<file path="config.mk">
export PLATFORM = sky130hd
export DESIGN_NAME = histogram_sira_denetleyici
export DESIGN_NICKNAME = d
export VERILOG_FILES = /design/src/rtl/histogram_sira_denetleyici.sv
export SDC_FILE = /design/constraint.sdc
export NUM_CORES = 1
export LEC_CHECK = 0
export CAP_MARGIN = 10
export CORE_MARGIN = 5
export CORE_UTILIZATION = 54
export DETAILED_ROUTE_END_ITERATION = 10
export GPL_TIMING_DRIVEN = 0
export PLACE_DENSITY = 0.85
export REMOVE_ABC_BUFFERS = 1
export SLEW_MARGIN = 40
export SYNTH_ARGS = -nofsm -noshare
export SYNTH_HDL_FRONTEND = slang
export SYNTH_SLANG_ARGS = --single-unit
</file>
<file path="constraint.sdc">
create_clock -name clk_i -period 4.2 [get_ports clk_i]
set_clock_uncertainty 0.1 [all_clocks]
set_input_delay 0.84 -clock clk_i [delete_from_list [all_inputs] [get_ports clk_i]]
set_output_delay 0.84 -clock clk_i [all_outputs]
set_load 0.1 [all_outputs]
</file>
<file path="src/rtl/histogram_sira_denetleyici.sv">
// Frame sequencer for a 256-bin pixel histogram: clears the bin RAM, accumulates one frame with
// forwarded read-modify-write, then streams every bin together with its running cumulative sum.
module histogram_sira_denetleyici #(
  parameter int unsigned PIXEL_BIT    = 8,
  parameter int unsigned SAYAC_BIT    = 17,
  parameter int unsigned PIXEL_SAYISI = 76800
) (
  input  logic                 clk_i,
  input  logic                 rstn_i,
  input  logic                 baslat_i,
  input  logic                 pixel_gecerli_i,
  input  logic [PIXEL_BIT-1:0] pixel_i,
  output logic                 pixel_hazir_o,
  output logic [PIXEL_BIT-1:0] bellek_oku_adres_o,
  input  logic [SAYAC_BIT-1:0] bellek_oku_veri_i,
  output logic                 bellek_yaz_en_o,
  output logic [PIXEL_BIT-1:0] bellek_yaz_adres_o,
  output logic [SAYAC_BIT-1:0] bellek_yaz_veri_o,
  output logic                 kutu_gecerli_o,
  input  logic                 kutu_hazir_i,
  output logic [PIXEL_BIT-1:0] kutu_adres_o,
  output logic [SAYAC_BIT-1:0] kutu_deger_o,
  output logic [SAYAC_BIT-1:0] kumulatif_o,
  output logic                 son_o,
  output logic                 mesgul_o,
  output logic                 tamam_o
);

  localparam logic [PIXEL_BIT-1:0] SonKutu   = '1;
  localparam logic [SAYAC_BIT-1:0] SonPiksel = SAYAC_BIT'(PIXEL_SAYISI - 1);

  typedef enum logic [2:0] {
    StBosta,
    StTemizle,
    StTopla,
    StBosalt,
    StOkuAdres,
    StOkuVeri,
    StCikis,
    StTamam
  } durum_e;

  durum_e               durum_q, durum_d;
  logic [PIXEL_BIT-1:0] temiz_adres_q, temiz_adres_d;
  logic [SAYAC_BIT-1:0] pix_say_q, pix_say_d;
  logic [PIXEL_BIT-1:0] kutu_q, kutu_d;
  logic [PIXEL_BIT-1:0] kutu_adres_q, kutu_adres_d;
  logic [SAYAC_BIT-1:0] kutu_deger_q, kutu_deger_d;
  logic [SAYAC_BIT-1:0] kum_q, kum_d;

  // Accumulate pipeline: A issues the read, B adds one and writes back.
  logic                 a_gecerli_q;
  logic [PIXEL_BIT-1:0] a_adres_q;
  logic                 b_gecerli_q;
  logic [PIXEL_BIT-1:0] b_adres_q;
  logic                 yaz_gecerli_q;
  logic [PIXEL_BIT-1:0] yaz_adres_q;
  logic [SAYAC_BIT-1:0] yaz_veri_q;

  logic                 kabul;
  logic [SAYAC_BIT-1:0] b_sayi;
  logic [SAYAC_BIT-1:0] b_yeni;

  assign kabul = pixel_gecerli_i && (durum_q == StTopla);

  // The RAM returns old data on read-during-write, so the write from the previous cycle is the
  // only one the read in stage A could have missed.
  assign b_sayi = (yaz_gecerli_q && (yaz_adres_q == b_adres_q)) ? yaz_veri_q : bellek_oku_veri_i;
  assign b_yeni = b_sayi + SAYAC_BIT'(1);

  always_ff @(posedge clk_i) begin
    if (!rstn_i) begin
      a_gecerli_q   <= 1'b0;
      a_adres_q     <= '0;
      b_gecerli_q   <= 1'b0;
      b_adres_q     <= '0;
      yaz_gecerli_q <= 1'b0;
      yaz_adres_q   <= '0;
      yaz_veri_q    <= '0;
    end else begin
      a_gecerli_q   <= kabul;
      if (kabul) begin
        a_adres_q <= pixel_i;
      end
      b_gecerli_q   <= a_gecerli_q;
      b_adres_q     <= a_adres_q;
      yaz_gecerli_q <= b_gecerli_q;
      yaz_adres_q   <= b_adres_q;
      yaz_veri_q    <= b_yeni;
    end
  end

  always_ff @(posedge clk_i) begin
    if (!rstn_i) begin
      durum_q       <= StBosta;
      temiz_adres_q <= '0;
      pix_say_q     <= '0;
      kutu_q        <= '0;
      kutu_adres_q  <= '0;
      kutu_deger_q  <= '0;
      kum_q         <= '0;
    end else begin
      durum_q       <= durum_d;
      temiz_adres_q <= temiz_adres_d;
      pix_say_q     <= pix_say_d;
      kutu_q        <= kutu_d;
      kutu_adres_q  <= kutu_adres_d;
      kutu_deger_q  <= kutu_deger_d;
      kum_q         <= kum_d;
    end
  end

  always_comb begin
    durum_d       = durum_q;
    temiz_adres_d = temiz_adres_q;
    pix_say_d     = pix_say_q;
    kutu_d        = kutu_q;
    kutu_adres_d  = kutu_adres_q;
    kutu_deger_d  = kutu_deger_q;
    kum_d         = kum_q;
    unique case (durum_q)
      StBosta: begin
        if (baslat_i) begin
          durum_d       = StTemizle;
          temiz_adres_d = '0;
        end
      end
      StTemizle: begin
        temiz_adres_d = temiz_adres_q + PIXEL_BIT'(1);
        if (temiz_adres_q == SonKutu) begin
          durum_d   = StTopla;
          pix_say_d = '0;
        end
      end
      StTopla: begin
        if (kabul) begin
          if (pix_say_q == SonPiksel) begin
            durum_d = StBosalt;
          end else begin
            pix_say_d = pix_say_q + SAYAC_BIT'(1);
          end
        end
      end
      StBosalt: begin
        // Last writes must land before readout reads the same bins.
        if (!a_gecerli_q && !b_gecerli_q) begin
          durum_d = StOkuAdres;
          kutu_d  = '0;
          kum_d   = '0;
        end
      end
      StOkuAdres: begin
        durum_d = StOkuVeri;
      end
      StOkuVeri: begin
        kutu_deger_d = bellek_oku_veri_i;
        kutu_adres_d = kutu_q;
        kum_d        = kum_q + bellek_oku_veri_i;
        durum_d      = StCikis;
      end
      StCikis: begin
        if (kutu_hazir_i) begin
          if (kutu_q == SonKutu) begin
            durum_d = StTamam;
          end else begin
            kutu_d  = kutu_q + PIXEL_BIT'(1);
            durum_d = StOkuAdres;
          end
        end
      end
      StTamam: begin
        durum_d = StBosta;
      end
      default: begin
        durum_d = StBosta;
      end
    endcase
  end

  always_comb begin
    bellek_yaz_en_o    = 1'b0;
    bellek_yaz_adres_o = b_adres_q;
    bellek_yaz_veri_o  = b_yeni;
    if (durum_q == StTemizle) begin
      bellek_yaz_en_o    = 1'b1;
      bellek_yaz_adres_o = temiz_adres_q;
      bellek_yaz_veri_o  = '0;
    end else if (b_gecerli_q) begin
      bellek_yaz_en_o = 1'b1;
    end
  end

  assign bellek_oku_adres_o = (durum_q == StOkuAdres) ? kutu_q : a_adres_q;
  assign pixel_hazir_o      = (durum_q == StTopla);
  assign mesgul_o           = (durum_q != StBosta);
  assign kutu_gecerli_o     = (durum_q == StCikis);
  assign son_o              = (durum_q == StCikis) && (kutu_q == SonKutu);
  assign tamam_o            = (durum_q == StTamam);
  assign kutu_adres_o       = kutu_adres_q;
  assign kutu_deger_o       = kutu_deger_q;
  assign kumulatif_o        = kum_q;

endmodule

</file>
==> results.py, run 1 <==
metrics = {
    "pwr": {
        "seq_power_share_pct": 32.8,
        "combPwrFrac_pct": 30.0,
        "worst_ir_drop_vdd_mv": 0.460,
        "p_sw_mw": 1.53,
        "intPower_mw": 2.36,
        "clkPwrFrac_pct": 37.3,
        "leakage_nw": 3.36,
        "p_sw_share_pct": 39.3,
        "power_density_nw_per_um2": 484,
    },
    "logic_synthesis": {
        "synth_cell_types": 73,
        "ys_warn_count": 0,
        "synth_area_per_cell_um2": 8.21,
        "synthAdderAreaFrac_pct": 4.15,
        "synth_edf_count": 0,
        "synth.mux.area_fraction_pct": 2.19,
        "synth_top_flop_cell": "dfxtp_1",
        "synth_cells": 794,
        "seq_area_frac_synth_pct": 37.5,
        "yosys.area_share.simple_pct": 26.1,
        "syn_area_um2": 6520,
        "async_flop_share_pct": 0,
        "ys_seq_elements": 122,
        "synth_compound_gate_area_share_pct": 17.5,
        "synthXorXnorAreaFrac_pct": 9.00,
        "synth_top_family_by_area": "simple AND/OR/NAND/NOR gates",
    },
    "global_route": {
        "grt_max_degree": 69,
        "grt_pass1_wl_um": 27600,
        "grt_pass1_vias": 5715,
        "antenna_found_initial": 0,
        "grtUsageTotal_pct": 23.9,
        "grt-ovfl-total": 0,
    },
    "timing": {
        "tightestPinTransition_ns": 0.731,
        "fmax_ghz": 0.242,
        "rsz0062_at_grt": "yes",
        "hold_viol": 0,
        "fin_crit_sh_pct": 98.3,
        "setup_viol": 0,
        "relSlewSlack_pct": 51.3,
        "fin_crit_ns": 4.13,
        "drv_slew": 0,
        "hold_ws_ns": 0.350,
    },
    "final_layout": {
        "post-route-cell-area_um2": 8030,
        "finish.utilization_pct": 67.4,
        "num-fill-cells": 975,
        "final-seq-area_um2": 2450,
        "area_growth_pct": 23.2,
        "drive_above_1_share_pct": 19.9,
        "multi_input_area_um2": 3930,
        "n_antenna_cell": 0,
        "nets": 946,
    },
    "floorplanning": {
        "row_count": 40,
        "ioPinCount": 111,
        "start_util_pct": 54.7,
        "die_x_um": 120,
        "die-area_um2": 14400,
        "die_y_um": 120,
        "core_area_um2": 11900,
    },
    "setup_path": {
        "reg2reg_depth": 5,
        "path_class": "in -> out",
        "cp_data_arrival_time_ns": 3.19,
        "required_ns": 3.26,
        "endpoint_kind": "primary output",
        "cp_max_fo": 6,
        "slowest_delay_ns": 0.65,
        "start_kind": "input port",
        "crit_path_top_delay_cell": "clkdlybuf4s50_1",
        "path_cells": "clkdlybuf4s50_1, and4_1, nand4_1, nor3_1, xor2_1, mux2i_1, nor2_1, buf_2",
    },
    "placement": {
        "post_dp_cell_area_um2": 7270,
        "port_buffers": 110,
        "dp_hpwl_um": 11700,
        "gp_congestion": 0.907,
    },
    "route": {
        "wire_per_inst_um": 16.3,
        "ant_nets": 0,
        "drt-initial-drc-count": 379,
        "firstDrtPassIters": 5,
        "wirelength_um": 17200,
        "vias": 6070,
        "vias_per_cell": 5.75,
        "drc": 0,
    },
    "clock_network": {
        "holdBufCountCts": 0,
        "h-tree-depth": 4,
        "insertion_delay_ns": 0.43,
        "clockBufferDepth": 2,
        "clock_sinks": 122,
        "cts_tree": "done",
        "cts_buffers": 17,
        "clkTransAtPathRegs_ns": 0.05,
        "root_buffer": "clkbuf_16",
    },
    "worst_hold_path": {
        "min_path_cells": 2,
        "hold_class": "reg -> reg",
    },
    "flow_run": {
        "maxCapViolCount": 0,
    },
    "run_status": {
        "status": "finished clean",
    },
}
-- worst paths after layout --
path	start	end	slack, ns
max reg2reg	durum_q[0]	pix_say_q[5]	1.06
min reg2reg	kutu_deger_o[10]	kutu_deger_o[10]	0.35
min	kutu_deger_o[10]	kutu_deger_o[10]	0.35
max	bellek_oku_veri_i[4]	bellek_yaz_veri_o[13]	0.07
-- repair_timing --
item,in CTS,in global routing
buffers inserted,6,0
resized for setup,25,14
pin swaps,6,5
endpoints found under the setup margin,9,12
cloned,0,0
-- cells in the mapped netlist (4+ instances only) --
| cell | n | area (um2) |
|---|---|---|
| nand2_1 | 130 | 488 |
| dfxtp_1 | 122 | 2440 |
| nor2_1 | 80 | 300 |
| a21oi_1 | 62 | 310 |
| xor2_1 | 39 | 342 |
| a211oi_1 | 28 | 210 |
| clkbuf_1 | 28 | 105 |
| xnor2_1 | 28 | 245 |
| nand3_1 | 26 | 130 |
| and2_1 | 22 | 138 |
| o21ai_0 | 21 | 105 |
| ha_1 | 20 | 250 |
| nand4_1 | 18 | 113 |
| nor3_1 | 14 | 70.1 |
| and3_1 | 12 | 75.1 |
| inv_1 | 12 | 45.0 |
| mux2_2 | 10 | 113 |
| buf_2 | 9 | 45.0 |
| a21o_1 | 7 | 52.6 |
| nand2b_1 | 7 | 43.8 |
| a22oi_1 | 6 | 45.0 |
| o2111ai_1 | 5 | 43.8 |
| o211ai_2 | 5 | 62.6 |
| or3_1 | 5 | 31.3 |
| and4_1 | 4 | 35.0 |
| o21ai_1 | 4 | 20.0 |
| o31ai_1 | 4 | 30.0 |
-- power groups by stage --
stage | Sequential, mW | Combinational (mW) | Clock, mW
floorplan | 1.32 | 0.841 | 0
global placement | 1.29 | 1.16 | 0
detailed placement | 1.30 | 1.11 | 0
CTS | 1.27 | 1.15 | 1.46
global route | 1.28 | 1.22 | 1.52
finish | 1.27 | 1.16 | 1.45
-- critical path, delay by kind of cell --
family                 cells  cell delay (ns)
XOR/XNOR                   1             0.19
multiplexers               1             0.12
buffers and inverters      2             1.09
AND/OR/NAND/NOR            4             0.95
-- registers in the layout (all words and copies together), names as in the netlist, 3 cells and up --
signal,cells
pix_say_q,17
kutu_adres_o,8
a_adres_q,8
b_adres_q,8
kutu_deger_o,17
temiz_adres_q,8
kumulatif_o,17
yaz_veri_q,17
yaz_adres_q,8
kutu_q,8
durum_q,3
-- area by class of cell --
class                           instances  area share, %
Clock buffer                           18           5.47
Tap cell                              147           2.29
Sequential cell                       122           30.5
Timing Repair Buffer                  123           10.3
Clock inverter                         14           1.84
Inverter                               13          0.639
Multi-Input combinational cell        618           48.9
-- through the flow --
stage / worst slack (ns) / TNS (ns) / cells / total power, mW
2_1_floorplan: -3.44 / -41.43 / 753 / 2.16
3_3_place_gp: -3.63 / -79.78 / 1010 / 2.46
3_5_place_dp: -0.677 / -3.46 / 1017 / 2.41
4_1_cts: 0.00517 / 0 / 1055 / 3.88
5_1_grt: -0.0224 / -0.0224 / 1055 / 4.02
6_report: 0.0719 / 0 / 1055 / 3.89
-- layer usage --
layer	part of all wire (%)	track usage, %	wire [um]	vias up
met5	0	0	0	-
li1	-	-	-	2984
met3	6.1	5.23	1050	46
met4	3.1	11.8	541	0
met2	47	39.0	8040	206
met1	44	29.9	7590	2834
-- placed cells by master (no fill, tap or decap), types with 6 or more instances in the layout --
master           count
xor2_1              39
nand3_1             26
a21o_1               7
xnor2_1             28
a22oi_1              6
mux2_2               9
o21ai_0             20
ha_1                19
nand2_1            129
inv_1               12
buf_4               13
a21oi_1             62
dfxtp_1            118
nand2b_1             7
and2_1              22
nand4_1             18
and3_1              12
buf_2               75
a211oi_1            23
nor3_1              12
clkbuf_16           17
nor2_1              79
clkdlybuf4s50_1     24
-- cell families after synthesis --
family / count (synthesis)
AO/OA/AOI/OAI: 169
AND/OR/NAND/NOR: 348
multiplexers: 13
flip-flops: 122
buffers and inverters: 54
adder cells (fa/ha/maj): 21
XOR/XNOR: 67
No activity file was read; power rests on OpenSTA's default activity.
==> inputs of run 2 (changes only) <==
==> constraint.sdc (replaced) <==
create_clock -name clk_i -period 4.2 [get_ports clk_i]
set_clock_uncertainty 0.1 [all_clocks]
set_input_delay 1.26 -clock clk_i [delete_from_list [all_inputs] [get_ports clk_i]]
set_output_delay 1.26 -clock clk_i [all_outputs]
set_load 0.1 [all_outputs]
==> run 2 against run 1 <==
Against the previous run:
- the run now ends with negative setup slack left
- worst setup slack got worse by 0.39 ns
- die area unchanged
- largest power group unchanged
- clock power about the same
- total power increased by 2.3%
- critical endpoint is now bellek_yaz_veri_o[10]
- critical path type is now reg -> out
- cell area grew 4.4%
==> results.py, run 2 (synthesis gave the netlist of run 1 again) <==
metrics = {
    "run_status": {
        "status": "finished with violations",
        "violations": "negative setup slack",
    },
    "setup_path": {
        "path_class": "reg -> out",
        "worstPathBufferInverterCount": 2,
        "path_cells": "xnor2_2, nand4_1, nor3_4, buf_6, mux2_4, ha_4, nand4_1, nor2_4, and3_4, xnor2_2, a211oi_2, buf_6",
        "crit_path_top_delay_cell": "dfxtp_2",
        "required_ns": 2.84,
        "cp_data_arrival_time_ns": 3.16,
        "critPathTopFamily": "simple AND/OR/NAND/NOR gates",
        "start_kind": "flip-flop",
        "slowest_delay_ns": 0.34,
        "endpoint_kind": "primary output",
        "cp_max_fo": 6,
    },
    "route": {
        "wire_per_inst_um": 16.9,
        "ant_nets": 0,
        "vias_per_cell": 5.76,
        "firstDrtPassIters": 5,
        "wirelength_um": 18200,
        "drc": 0,
        "drt-initial-drc-count": 431,
        "vias": 6198,
    },
    "global_route": {
        "antenna_found_initial": 0,
        "grt-ovfl-total": 0,
        "grt_max_degree": 69,
        "grtUsageTotal_pct": 24.9,
        "grt_pass1_wl_um": 28800,
        "grt_pass1_vias": 5936,
    },
    "floorplanning": {
        "core_area_um2": 11900,
        "die_y_um": 120,
        "start_util_pct": 54.7,
        "die-area_um2": 14400,
        "die_x_um": 120,
        "ioPinCount": 111,
        "row_count": 40,
    },
    "pwr": {
        "power_mw": 3.97,
        "power_density_nw_per_um2": 474,
        "leakage_nw": 3.52,
        "worst_ir_drop_vdd_mv": 0.464,
    },
    "timing": {
        "drv_slew": 0,
        "relSlewSlack_pct": 51.9,
        "fin_crit_ns": 4.52,
        "tightestPinTransition_ns": 0.722,
        "setup_viol": 9,
        "setup_ws_ns": -0.315,
        "rsz0062_at_grt": "yes",
        "hold_viol": 0,
        "fmax_ghz": 0.221,
        "fin_crit_sh_pct": 108,
    },
    "final_layout": {
        "area_growth_pct": 28.6,
        "num-fill-cells": 895,
        "post-route-cell-area_um2": 8380,
        "n_antenna_cell": 0,
        "final-seq-area_um2": 2450,
        "mostFrequentLayoutCell": "nand2_1",
        "multi_input_area_um2": 4070,
        "final_cell_mix": "129 x nand2_1, 115 x dfxtp_1, 76 x nor2_1",
        "nets": 967,
        "drive_above_1_share_pct": 25.8,
    },
    "clock_network": {
        "h-tree-depth": 4,
        "clockBufferDepth": 2,
        "holdBufCountCts": 0,
        "insertion_delay_ns": 0.43,
        "clkTransAtPathRegs_ns": 0.06,
        "root_buffer": "clkbuf_16",
        "cts_buffers": 17,
        "cts_tree": "done",
        "clock_sinks": 122,
    },
    "placement": {
        "port_buffers": 110,
        "dp_hpwl_um": 11700,
        "post_dp_cell_area_um2": 7270,
        "gp_congestion": 0.907,
    },
    "flow_run": {
        "maxCapViolCount": 0,
    },
    "worst_hold_path": {
        "hold_class": "reg -> reg",
    },
}
-- run 2: changes by cell type in the layout (fill, tap and decap cells not counted), moves of 5 or more --
cell / previous run / this run
buf_6: 3 / 12
a211oi_1: 23 / 17
buf_2: 75 / 70
clkdlybuf4s50_1: 24 / 13
a211oi_2: 5 / 11
buf_4: 13 / 33
-- run 2: where the power goes --
part           leakage (nW)  total [mW]  switching [mW]  internal, mW
Combinational          2.25        1.24           0.922         0.321
Clock                 0.275        1.45           0.566         0.888
Sequential            0.991        1.28          0.0733          1.20
-- run 2: worst paths after layout --
kind,cells past startpoint,slack (ns),endpoint,start
min,2,0.35,kutu_deger_o[2],kutu_deger_o[2]
max,12,-0.32,bellek_yaz_veri_o[10],b_adres_q[7]
min reg2reg,2,0.35,kutu_deger_o[2],kutu_deger_o[2]
max reg2reg,25,0.14,yaz_veri_q[14],b_adres_q[7]
-- run 2: timing repair --
item,4_1_cts,5_1_grt
setup endpoints to repair,16,17
pin swaps,20,19
cloned,0,0
resized for setup,108,35
setup buffers,24,7
-- run 2: worst min-delay path: stages (launching register included) --
cell     delay (ns)
dfxtp_1        0.30
nand2_1        0.05
a21oi_1        0.05
-- run 2: per-layer routing --
layer	GRT usage (%)	up-vias	part of all wire, %
met1	30.0	2897	43
met3	5.75	47	5.9
li1	-	3027	-
met2	42.1	227	49
met5	0	-	0
met4	11.7	0	2.9
-- run 2: area by class of cell --
type	count	share of cell area, %
clock buffers	18	5.24
flip-flops and latches	122	29.2
well taps	147	2.19
inverters	13	0.612
multi-input cells	618	48.5
clock inverters	14	1.76
repair buffers	144	12.4
-- run 2: per-stage QoR --
stage | cells | utilization [%] | TNS, ns | setup slack (ns) | hold slack, ns
5_1_grt | 1076 | 70.4 | -2.36 | -0.373 | 0.381
2_1_floorplan | 753 | - | -52.25 | -3.86 | 0.342
3_5_place_dp | 1017 | 61.1 | -15.24 | -1.52 | 0.346
3_3_place_gp | 1010 | 63.9 | -90.47 | -4.05 | 0.341
4_1_cts | 1073 | 69.2 | -1.52 | -0.282 | 0.353
6_report | 1076 | 70.4 | -1.70 | -0.315 | 0.351
==> inputs of run 3 (changes only) <==
- GPL_TIMING_DRIVEN: 0 -> not set
- PLACE_DENSITY: 0.85 -> 0.81
==> run 3 against run 2 <==
Against the previous run:
- the run still ends with negative setup slack left
- core utilization rose by 5.6 points
- clock power barely moved
- sequential power barely moved
- first-iteration DRC count rose by 16%
- die area did not move
- register-to-register slack improved by 0.94 ns
- sequential share of layout area fell by 2.2 points
- non-clock buffer count rose by 52
- worst setup slack improved by 0.024 ns
- via count rose by 7.8%
- combinational power rose by 17%
- sequential cell count did not move
- largest cell class unchanged
- highest routed layer unchanged
==> results.py, run 3 (synthesis gave the netlist of run 1 again) <==
metrics = {
    "setup_path": {
        "slowest_delay_ns": 0.34,
        "crit_path_top_delay_cell": "dfxtp_2",
        "endpoint_kind": "primary output",
        "start_kind": "flip-flop",
        "critPathTopFamily": "buffers and inverters",
        "cp_data_arrival_time_ns": 3.13,
        "path_class": "reg -> out",
        "worstPathBufferInverterCount": 5,
        "cp_max_fo": 6,
        "required_ns": 2.84,
        "r2r_end": "pix_say_q[10]",
        "cpMostUsedCell": "buf_4",
        "path_cells": "xnor2_2, nand4_1, nor3_2, buf_4, mux2_4, ha_4, buf_6, buf_4, nand4_1, xnor2_1, nor2_1, a211oi_2, buf_4, buf_12",
        "ff2ff_setup_slack_ns": 1.08,
        "reg2reg_depth": 6,
        "rr_startpoint": "durum_q[0]",
    },
    "floorplanning": {
        "core_area_um2": 11900,
        "ioPinCount": 111,
        "die-area_um2": 14400,
        "die_x_um": 120,
        "row_count": 40,
        "start_util_pct": 54.7,
        "die_y_um": 120,
    },
    "clock_network": {
        "h-tree-depth": 4,
        "insertion_delay_ns": 0.43,
        "holdBufCountCts": 0,
        "cts_tree": "done",
        "clkTransAtPathRegs_ns": 0.06,
        "cts_buffers": 17,
        "clock_sinks": 122,
        "clockBufferDepth": 2,
        "root_buffer": "clkbuf_16",
    },
    "final_layout": {
        "nets": 1019,
        "mostFrequentLayoutCell": "nand2_1",
        "area_growth_pct": 38.8,
        "finish.utilization_pct": 76.0,
        "stdcell_count": 1129,
        "final_cell_mix": "127 x nand2_1, 121 x dfxtp_1, 94 x buf_4",
        "post-route-cell-area_um2": 9050,
        "drive_above_1_share_pct": 28.5,
    },
    "timing": {
        "hold_viol": 0,
        "fin_crit_ns": 4.49,
        "timing.setup.tns_ns": -1.99,
        "setup_viol": 9,
        "rsz0062_at_grt": "yes",
        "setup_ws_ns": -0.292,
        "relSlewSlack_pct": 50.0,
        "drv_slew": 0,
        "fin_crit_sh_pct": 107,
        "hold_ws_ns": 0.354,
        "tightestPinTransition_ns": 0.745,
        "fmax_ghz": 0.223,
    },
    "global_route": {
        "grt_max_degree": 46,
        "grt_pass1_vias": 6596,
        "grt_pass1_wl_um": 32400,
        "grt-ovfl-total": 0,
        "antenna_found_initial": 1,
        "grtUsageTotal_pct": 28.0,
    },
    "placement": {
        "post-place-ws_ns": -0.831,
        "dpl.cell_count": 1081,
        "gp_congestion": 0.941,
        "dp_hpwl_um": 13700,
        "port_buffers": 110,
        "post_dp_cell_area_um2": 8170,
    },
    "pwr": {
        "power_density_nw_per_um2": 463,
        "clkPwrFrac_pct": 34.9,
        "p_sw_mw": 1.61,
        "combPwrFrac_pct": 34.6,
        "intPower_mw": 2.58,
        "worst_ir_drop_vdd_mv": 0.475,
        "seq_power_share_pct": 30.5,
        "leakage_nw": 3.83,
        "power_mw": 4.19,
        "p_sw_share_pct": 38.5,
    },
    "run_status": {
        "violations": "negative setup slack",
        "status": "finished with violations",
    },
    "worst_hold_path": {
        "min_path_cells": 2,
        "hp-start": "kutu_deger_o[13]",
        "min_to": "kutu_deger_o[13]",
        "hold_class": "reg -> reg",
    },
    "route": {
        "firstDrtPassIters": 5,
        "vias": 6679,
        "drt-initial-drc-count": 501,
        "wire_per_inst_um": 18.2,
        "ant_nets": 0,
        "wirelength_um": 20500,
        "vias_per_cell": 5.92,
        "drc": 0,
    },
    "flow_run": {
        "maxCapViolCount": 0,
    },
}
-- run 3: changes by cell type in the layout (fill, tap and decap cells not counted), sizes merged --
cell / before / now
buf: 118 / 175
clkbuf: 24 / 18
clkdlybuf4s15: 3 / 1
clkdlybuf4s50: 13 / 16
clkinv: 5 / 7
clkinvlp: 5 / 3
diode: 0 / 1
dlygate4sd2: 4 / 3
inv: 15 / 16
-- run 3: timing repair --
action | in CTS | in global routing
setup endpoints to repair | 15 | 13
gates resized for setup | 77 | 15
pin swaps | 28 | 21
buffers inserted | 13 | 4
-- run 3: area by class of cell --
type	instances	area, um2
Inverter	13	48.8
Clock buffer	17	425
Fill cell	842	2860
Timing Repair Buffer	196	1740
Antenna cell	1	2.50
Tap cell	147	184
Sequential cell	122	2440
Multi-Input combinational cell	618	4040
Clock inverter	15	169
-- run 3: routing by layer --
metal / track usage [%] / vias to the layer above / part of all wire (%)
met4: 13.0 / 0 / 3.9
met2: 47.4 / 326 / 49
met3: 7.54 / 72 / 7.6
met1: 33.1 / 3153 / 40
li1: - / 3128 / -
met5: 0 / - / 0
-- run 3: power groups by stage --
stage	registers, mW	clock network, mW	logic [mW]
floorplan	1.32	0	0.841
global placement	1.29	0	1.39
detailed placement	1.30	0	1.40
CTS	1.28	1.47	1.43
global route	1.29	1.53	1.51
finish	1.28	1.46	1.45
-- run 3: how the worst max path moves through the flow --
stage	start	to	slack, ns	cells past startpoint
2_1_floorplan	b_adres_q[6]	bellek_yaz_veri_o[16]	-3.86	11
3_3_place_gp	bellek_oku_veri_i[1]	bellek_yaz_veri_o[16]	-0.73	12
3_5_place_dp	bellek_oku_veri_i[1]	bellek_yaz_veri_o[12]	-0.83	13
4_1_cts	b_adres_q[2]	bellek_yaz_veri_o[10]	-0.32	14
5_1_grt	b_adres_q[2]	bellek_yaz_veri_o[16]	-0.46	15
6_report	b_adres_q[2]	bellek_yaz_veri_o[10]	-0.29	14
-- run 3: worst min-delay path: stages (launching register included) --
cell,delay [ns]
dfxtp_1,0.30
nand2_1,0.05
a21oi_1,0.05
